$ cat src/rtl/stopwatch_pkg.sv
// Shared types and default constants for the stopwatch control stage.
package stopwatch_pkg;

  localparam int unsigned DefaultClkHz          = 10_000_000;
  localparam int unsigned DefaultDebounceCycles = 200_000;
  localparam int unsigned DefaultCntW           = 24;

  typedef enum logic [1:0] {
    StClear,
    StIdle,
    StRun,
    StPause
  } state_e;

endpackage

$ cat src/rtl/stopwatch_ctrl_if.sv
// Button inputs and seconds-counter control outputs of the stopwatch control stage.
interface stopwatch_ctrl_if
  import stopwatch_pkg::*;
#(
  parameter int unsigned CNT_W = DefaultCntW
);

  logic             btn_start_n;
  logic             btn_clr_n;
  logic             start_stop_reg;
  logic [CNT_W-1:0] count;
  logic             count_enable;
  logic             clear_n;

  modport master (
    input  btn_start_n,
    input  btn_clr_n,
    output start_stop_reg,
    output count,
    output count_enable,
    output clear_n
  );

  modport slave (
    output btn_start_n,
    output btn_clr_n,
    input  start_stop_reg,
    input  count,
    input  count_enable,
    input  clear_n
  );

endinterface

$ cat src/rtl/btn_debounce.sv
// Synchronises and debounces one active-low push-button; pulses press for one cycle
// on each accepted release-to-pressed transition.
module btn_debounce
  import stopwatch_pkg::*;
#(
  parameter int unsigned DEBOUNCE_CYCLES = DefaultDebounceCycles
) (
  input  logic clk,
  input  logic reset,
  input  logic btn_n,
  output logic press
);

  localparam int unsigned     CntW    = $clog2(DEBOUNCE_CYCLES + 1);
  localparam logic [CntW-1:0] CntLast = CntW'(DEBOUNCE_CYCLES - 1);

  logic            sync1_q, sync2_q;
  logic            level_q, level_d;
  logic            level_dly_q;
  logic            press_q;
  logic [CntW-1:0] cnt_q, cnt_d;

  // Counter restarts on every agreeing sample and on acceptance, so it tops out at
  // DEBOUNCE_CYCLES-1 and can never wrap.
  always_comb begin
    level_d = level_q;
    cnt_d   = '0;
    if (sync2_q != level_q) begin
      if (cnt_q == CntLast) begin
        level_d = sync2_q;
      end else begin
        cnt_d = cnt_q + 1'b1;
      end
    end
  end

  always_ff @(posedge clk or posedge reset) begin
    if (reset) begin
      sync1_q     <= 1'b1;
      sync2_q     <= 1'b1;
      level_q     <= 1'b1;
      level_dly_q <= 1'b1;
      press_q     <= 1'b0;
      cnt_q       <= '0;
    end else begin
      sync1_q     <= btn_n;
      sync2_q     <= sync1_q;
      level_q     <= level_d;
      level_dly_q <= level_q;
      press_q     <= level_dly_q & ~level_q;
      cnt_q       <= cnt_d;
    end
  end

  assign press = press_q;

endmodule

$ cat src/rtl/stopwatch_ctrl.sv
// Start/pause FSM and one-second timebase driving the seconds BCD counter.
module stopwatch_ctrl
  import stopwatch_pkg::*;
#(
  parameter int unsigned CLK_HZ          = DefaultClkHz,
  parameter int unsigned DEBOUNCE_CYCLES = DefaultDebounceCycles,
  parameter int unsigned CNT_W           = DefaultCntW
) (
  input logic             clk,
  input logic             reset,
  stopwatch_ctrl_if.master bus
);

  localparam logic [CNT_W-1:0] Reload = CNT_W'(CLK_HZ - 1);

  state_e           state_q, state_d;
  logic [CNT_W-1:0] count_q, count_d;
  logic             start_press, clr_press;
  logic             clear_n, count_enable, start_stop_reg;

  btn_debounce #(
    .DEBOUNCE_CYCLES(DEBOUNCE_CYCLES)
  ) u_start_db (
    .clk  (clk),
    .reset(reset),
    .btn_n(bus.btn_start_n),
    .press(start_press)
  );

  btn_debounce #(
    .DEBOUNCE_CYCLES(DEBOUNCE_CYCLES)
  ) u_clr_db (
    .clk  (clk),
    .reset(reset),
    .btn_n(bus.btn_clr_n),
    .press(clr_press)
  );

  // Clear has priority over start; presses during the clear cycle are dropped.
  always_comb begin
    state_d = state_q;
    unique case (state_q)
      StClear: state_d = StIdle;
      StIdle: begin
        if (clr_press)        state_d = StClear;
        else if (start_press) state_d = StRun;
      end
      StRun: begin
        if (clr_press)        state_d = StClear;
        else if (start_press) state_d = StPause;
      end
      StPause: begin
        if (clr_press)        state_d = StClear;
        else if (start_press) state_d = StRun;
      end
      default: state_d = StClear;
    endcase
  end

  // Reloading on entry to clear keeps count nonzero while clear_n is low.
  always_comb begin
    count_d = count_q;
    unique case (state_q)
      StRun:   count_d = (count_q == '0) ? Reload : count_q - 1'b1;
      StPause: count_d = count_q;
      default: count_d = Reload;
    endcase
    if (state_d == StClear) count_d = Reload;
  end

  always_ff @(posedge clk or posedge reset) begin
    if (reset) begin
      state_q <= StClear;
      count_q <= Reload;
    end else begin
      state_q <= state_d;
      count_q <= count_d;
    end
  end

  always_comb begin
    clear_n        = 1'b1;
    count_enable   = 1'b0;
    start_stop_reg = 1'b0;
    unique case (state_q)
      StClear: begin
        clear_n      = 1'b0;
        count_enable = 1'b1;
      end
      StRun: begin
        count_enable   = 1'b1;
        start_stop_reg = 1'b1;
      end
      StIdle, StPause: ;
      default: ;
    endcase
  end

  assign bus.clear_n        = clear_n;
  assign bus.count_enable   = count_enable;
  assign bus.start_stop_reg = start_stop_reg;
  assign bus.count          = count_q;

endmodule
$ cat src/flat_wrapper.sv
// flat-port wrapper written by rule: the top's interface ports become plain ports
module stopwatch_ctrl_flat import stopwatch_pkg::*;
#(
  parameter int unsigned CLK_HZ          = DefaultClkHz,
  parameter int unsigned DEBOUNCE_CYCLES = DefaultDebounceCycles,
  parameter int unsigned CNT_W           = DefaultCntW
)
  (clk, reset, bus_btn_start_n, bus_btn_clr_n, bus_start_stop_reg, bus_count, bus_count_enable, bus_clear_n);
  stopwatch_ctrl_if #(.CNT_W(CNT_W)) bus_i ();
  input logic clk;
  input logic reset;
  input wire logic [$bits(bus_i.btn_start_n)-1:0] bus_btn_start_n;
  input wire logic [$bits(bus_i.btn_clr_n)-1:0] bus_btn_clr_n;
  output wire logic [$bits(bus_i.start_stop_reg)-1:0] bus_start_stop_reg;
  output wire logic [$bits(bus_i.count)-1:0] bus_count;
  output wire logic [$bits(bus_i.count_enable)-1:0] bus_count_enable;
  output wire logic [$bits(bus_i.clear_n)-1:0] bus_clear_n;
  assign bus_i.btn_start_n = bus_btn_start_n;
  assign bus_i.btn_clr_n = bus_btn_clr_n;
  assign bus_start_stop_reg = bus_i.start_stop_reg;
  assign bus_count = bus_i.count;
  assign bus_count_enable = bus_i.count_enable;
  assign bus_clear_n = bus_i.clear_n;
  stopwatch_ctrl #(.CLK_HZ(CLK_HZ), .DEBOUNCE_CYCLES(DEBOUNCE_CYCLES), .CNT_W(CNT_W)) u_core (.clk(clk), .reset(reset), .bus(bus_i));
endmodule
$ cat config.mk
export PLATFORM = sky130hd
export DESIGN_NAME = stopwatch_ctrl_flat
export DESIGN_NICKNAME = d
export VERILOG_FILES = /design/src/rtl/stopwatch_pkg.sv /design/src/rtl/stopwatch_ctrl_if.sv /design/src/rtl/btn_debounce.sv /design/src/rtl/stopwatch_ctrl.sv /design/src/flat_wrapper.sv
export SDC_FILE = /design/constraint.sdc
export NUM_CORES = 1
export LEC_CHECK = 0
export ABC_AREA = 1
export CAP_MARGIN = 20
export CORE_UTILIZATION = 59
export DETAILED_ROUTE_END_ITERATION = 6
export PLACE_DENSITY_LB_ADDON = 0.1
export SYNTH_ARGS = -nofsm -noshare
export SYNTH_HDL_FRONTEND = slang
export SYNTH_HIERARCHICAL = 1
export SYNTH_SLANG_ARGS = --single-unit
$ cat constraint.sdc
create_clock -name clk -period 1.71 [get_ports clk]
set_input_delay 0.171 -clock clk [delete_from_list [all_inputs] [get_ports clk]]
set_output_delay 0.171 -clock clk [all_outputs]
set_load 0.1 [all_outputs]
# == Word level (Yosys, flattened, before mapping) ==
# Index checks and enable logic that the tools add are counted.
# totals
register_bits,72
inputBits,4
output_inout_bits,27
wordCells,51
# classes
n_addsub,3
eq_ne,8
n_mux,15
n_bitwise,4
n_reduce_logical,7
# ops
op,n
18-bit 2-to-1 mux,4
24-bit 2-to-1 mux,2
24-bit one-hot mux with 2 select lines,1
18-bit by 1-bit adder with 18-bit output (second input constant),2
18-bit equality test (second input constant),2
24-bit logical NOT,1
24-bit by 1-bit subtractor with 24-bit output (second input constant),1
2-bit 2-to-1 mux,4
2-bit one-hot mux with 3 select lines,1
2-bit equality test (second input constant),2
2-bit logical NOT,2
2-bit AND reduction,2
2-bit OR reduction,2
1-bit 2-to-1 mux,3
1-bit AND,2
2-bit by 1-bit equality test with 1-bit output (second input constant),1
1-bit != test,2
2-bit by 1-bit != test with 1-bit output (second input constant),1
1-bit NOT,2

# == Logic depth before layout (Yosys ltp) ==
# depth
ltp_word,5
ltp_mapped,12
depth_no_buf,11

# == Modules after synthesis ==
# Netlist, hierarchy kept.
# modules_own_cells
mod,n_inst,cells_each,area_per_inst_um2
stopwatch_ctrl,1,240,1677.9
btn_debounce (u_core.u_start_db),1,131,1187.4
btn_debounce (u_core.u_clr_db),1,133,1132.3

# == Worst setup path after synthesis ==
# Ideal clock, no wire load.
# synth_timing
path_kind,reg2reg
startpoint,register u_core.state_q[0]
endpoint,register u_core.state_q[0]
setup_ns,0.099
t_arrival_ns,2.173
required_ns,1.611
slack_ns,-0.562
stages_incl_launch_ff,4
synth_period_minus_slack_ns,2.272
cell_sequence,dfrtp_1 > inv_1 > nand2_1 > a21boi_0
# synth_via
elab_chain_len,3
elab_cells_between_ends,10
classes_between,3 x eq/ne; 5 x mux; 2 x reduce/logical
# synth_lines
element,line_no,rtl
"start, declared",stopwatch_ctrl.sv:16,"state_e state_q, state_d;"
"start signal, assigned",stopwatch_ctrl.sv:73,state_q <= StClear;
"start signal, assigned",stopwatch_ctrl.sv:76,state_q <= state_d;
2-bit by 1-bit equality test with 1-bit output (tied with other cells),stopwatch_ctrl.sv:42,unique case (state_q)
2-bit OR reduction (no source line) (tied with other cells),--,
2-bit one-hot mux with 3 select lines (*),stopwatch_ctrl.sv:42,
via u_core.state_d[0],stopwatch_ctrl.sv:16,
# Mark *: on every way through the listed nets, which the timed path passes. The rest lies on a longest branch.
# A chain may end at the register's enable or synchronous reset.

# == Final worst setup path ==
# layout_timing
startpoint,"register u_core.count_q[0], in the netlist u_core/bus.count[0]"
endpoint,"register u_core.count_q[19], in the netlist u_core/bus.count[19]"
# layout_via
elab_chain_len,4
elab_cells_between_ends,5
classes_between,1 x add/sub; 3 x mux; 1 x reduce/logical
# layout_lines
element,line_no,rtl
"start, declared",stopwatch_ctrl.sv:17,"logic [CNT_W-1:0] count_q, count_d;"
"start signal, assigned",stopwatch_ctrl.sv:74,count_q <= Reload;
"start signal, assigned",stopwatch_ctrl.sv:77,count_q <= count_d;
24-bit by 1-bit subtractor with 24-bit output / 24-bit logical NOT (equally long branches),stopwatch_ctrl.sv:64,StRun: count_d = (count_q == '0) ? Reload : count_q - 1'b1;
24-bit 2-to-1 mux (*),stopwatch_ctrl.sv:64,
24-bit one-hot mux with 2 select lines (*),stopwatch_ctrl.sv:63,unique case (state_q)
24-bit 2-to-1 mux (*),stopwatch_ctrl.sv:68,if (state_d == StClear) count_d = Reload;
# Mark *: on every way between the ends. The rest lies on a longest branch, timed or not.

==> results.md <==
* Outcome: finished, violations left
* Failing checks: design-rule violations
* Worst path arrival time at roughly 1.9 ns
* CTS tree: built
* First-pass GRT wire length at between 10000 and 15000 um
* Combinational share of power at under 10%
* Part of the power in registers at 55.8%
* Vias at 3380
* Layout Nets at around 560
* Hold path start: bus_btn_start_n
* Psw at 693 uW
* Worst Path Required at around 2 ns
* Actual slew at the worst max-slew pin at between 0.3 and 0.4 ns
* Area of the die at 7110 um2
* Placer Congestion at 0.875
* Die Y at 84.3 um
* Grt met1 use at between 30% and 40%
* Routed vias/inst at 5.30
* Power, Total at about 3100 uW
* MaxCap Viol Count at 0
* Clk Latency, worst-skew pair at 0.35 ns
* Max_slew headroom at 76.4%
* Mapped Area at roughly 4000 um2
* Net Sw Frac at about 22%
* Critical Path Start: u_core/bus.count[0]
* Sequential-to-total area share from yosys stat at about 46%
* CP Capture Type: register
* Layout cells sized above 1 at around 27%
* Largest net degree at the start of global routing at 27
* Final wirelength at 8650 um
* Synth Area in Compound Gates at 2.35%
* Synth Area in Simple Gates at 37.4%
* Crit path launch type: register
* Synth Register Bits at 72
* Final setup viols at 0
* Syn Nets at 512
* DRC viols at 8
* Final hold viol count at 0
* RSZ-0062 raised after global routing: true
* Maximum clock rate at 602 MHz
* Pwr/cell area at 620 nW/um2
* Fin crit period at 1.66 ns
* Clock power share at 41.2%
* Clock skew at 0.0169 ns
* Max Root-Sink Buffers at 2
* # IOs at 31
* Worst min path class: primary input to register
* Synth-to-Final Area Change at 25.8%
* Hpwl dp at 6040 um
* Final period util at 97.1%
* Detailed Routing Iterations Pass 1 at 7
* Initial antenna violation count at 0
* Mapped Avg Cell Area at between 7 and 8 um2
* Int Pwr at 2420 uW
* Cell total after placement at 613
* Clk root buf: clkbuf_8
* R2R setup slack at 0.05 ns
* CTS buffer count at 9
* Non-filler cells, final at 638
* Buffers on Ports at 30
* Yosys cell types at 30
* Ant diodes at 0
* Synthesized instance count at roughly 500
* Reg2reg start: u_core/bus.count[0]
* Clk sinks at 72
* Main combinational cell family by area after synthesis: simple AND/OR/NAND/NOR gates
* Synth Warn # at 6
* Row cnt at 29
* Synth Area in XOR/XNOR at 6.10%
* H-tree depth at 3
* GR Util All Layers at 25.8%
* Antenna-violating nets left at 0
* Most Used Layer, Global Route: met2
* Core Region at 6460 um2
* Initial Util at about three fifths
* Die W at around 84 um
* Clk slew on worst S/H paths at 0.08 ns
* Grt met3 use at 3.05%
* Met2 Use GR at 45.1%
* Leak at 0.00224 uW
* Adder-Cell Fraction of Synth Area at under 10%
* Worst-path fanout max at 6
* VDD IR max at 701 uV
* Vias in the first global route at approximately 3300
* WS Path Type: register to register
* Mux contribution to synthesized area at 0%
* WL/cell at 13.6 um
* Pins Over Slew Limit at 0
* Gr ovfl total at 0
* Initial drt markers at 114
## power by group through the flow
stage               sequential, uW  clock, uW  combinational, uW
floorplan                     1770          0               62.6
global placement              1770          0               91.9
detailed placement            1770          0               95.8
CTS                           1740       1310               95.7
global route                  1740       1390                109
finish                        1740       1280               92.9
## metal layers
layer | wire (um) | up-vias
met5 | 0 | -
met4 | 227 | 0
met3 | 294 | 17
met2 | 4480 | 85
met1 | 3640 | 1622
li1 | - | 1656
## flip-flops by register name, indices dropped and copies added (netlist names), 2 cells and up
name                     count
u_core/u_clr_db/cnt_q       18
u_core/u_start_db/cnt_q     18
u_core/bus.count            24
u_core/state_q               2
## cells in the final DEF, fill, tap and decap left out, types with 2 or more instances in the layout
cell type and instances:
nor2_1 103, nand2_1 102, inv_1 54, dfrtp_1 47
nand3_1 34, buf_12 28, dfstp_2 20, nor2_2 19
xor2_1 15, nand3_2 12, buf_4 11, nand2_2 11
xnor2_1 11, inv_2 10, clkbuf_8 9, o21ai_0 8
nor2_4 7, nor3_1 7, nand4_1 7, a21oi_1 6
nand2_4 4, clkbuf_1 3, clkdlybuf4s50_1 3, nand3b_1 3
ha_1 3, dfrtp_2 3, clkinvlp_4 2, clkinv_2 2
inv_6 2, dfstp_4 2
## metrics by stage
stage / hold slack (ns) / setup WS, ns / setup TNS (ns) / utilization [%] / area (um2)
after CTS: 0.225 / 0.00300 / 0 / 76.1 / 4920
after floorplan: 0.170 / -0.126 / -0.430 / - / 4050
after global placement: 0.345 / 0.0900 / 0 / 73.3 / 4730
after detailed placement: 0.347 / 0.0513 / 0 / 73.3 / 4730
final: 0.233 / 0.0500 / 0 / 77.8 / 5030
after global routing: 0.237 / 0.00342 / 0 / 77.8 / 5030
## logic make-up after synthesis
logic type               count (synthesis)
buffers and inverters                   70
AND/OR/NAND/NOR                        314
XOR/XNOR                                27
adder cells (fa/ha/maj)                  4
AO/OA/AOI/OAI                           17
flip-flops                              72
## worst max-delay path: stages (launching register included)
cell	delay (ns)
dfstp_4	0.65
inv_6	0.04
ha_4	0.14
inv_2	0.04
nor2_1	0.03
nand2_1	0.09
nor2_2	0.04
nand3_2	0.07
nand2_4	0.06
nand2_4	0.11
clkbuf_16	0.17
buf_6	0.09
nand3_2	0.05
## area by class of cell
cell class / instances / area (um2)
clock inverters: 4 / 47.5
fillers: 482 / 1430
flip-flops and latches: 72 / 1840
clock buffers: 12 / 135
repair buffers: 44 / 709
multi-input cells: 362 / 1930
well taps: 77 / 96.3
inverters: 67 / 265
## final timing paths
path | depth (start not counted) | end
worst min-delay path | 1 | u_core/u_start_db/sync1_q
worst max register to register | 12 | u_core/bus.count[19]
worst min register to register | 0 | u_core/u_clr_db/sync2_q
max in group asynchronous | 3 | u_core/bus.count[3]
worst max-delay path | 12 | u_core/bus.count[19]
min in group asynchronous | 3 | u_core/u_start_db/cnt_q[16]
## cell usage after synthesis (all sizes together)
cell type | n | area (um2)
nor2 | 130 | 597
nand2 | 117 | 482
inv | 67 | 251
dfrtp | 50 | 1250
nand3 | 47 | 293
dfstp | 22 | 578
xor2 | 16 | 148
xnor2 | 11 | 96.3
nor3 | 8 | 45.0
o21ai | 8 | 40.0
a21oi | 7 | 38.8
nand4 | 7 | 43.8
ha | 4 | 50.1
buf | 3 | 33.8
nand3b | 3 | 22.5
and2 | 2 | 12.5
a21boi | 1 | 7.51
o21bai | 1 | 7.51
## timing repair
action                                  CTS  global route
endpoints found under the setup margin    0            19
setup buffers                             0             8
gates resized for setup                   0             8
endpoints found under the hold margin     0             0
hold buffers                              0             0
Power figures use the tool's default switching activity.
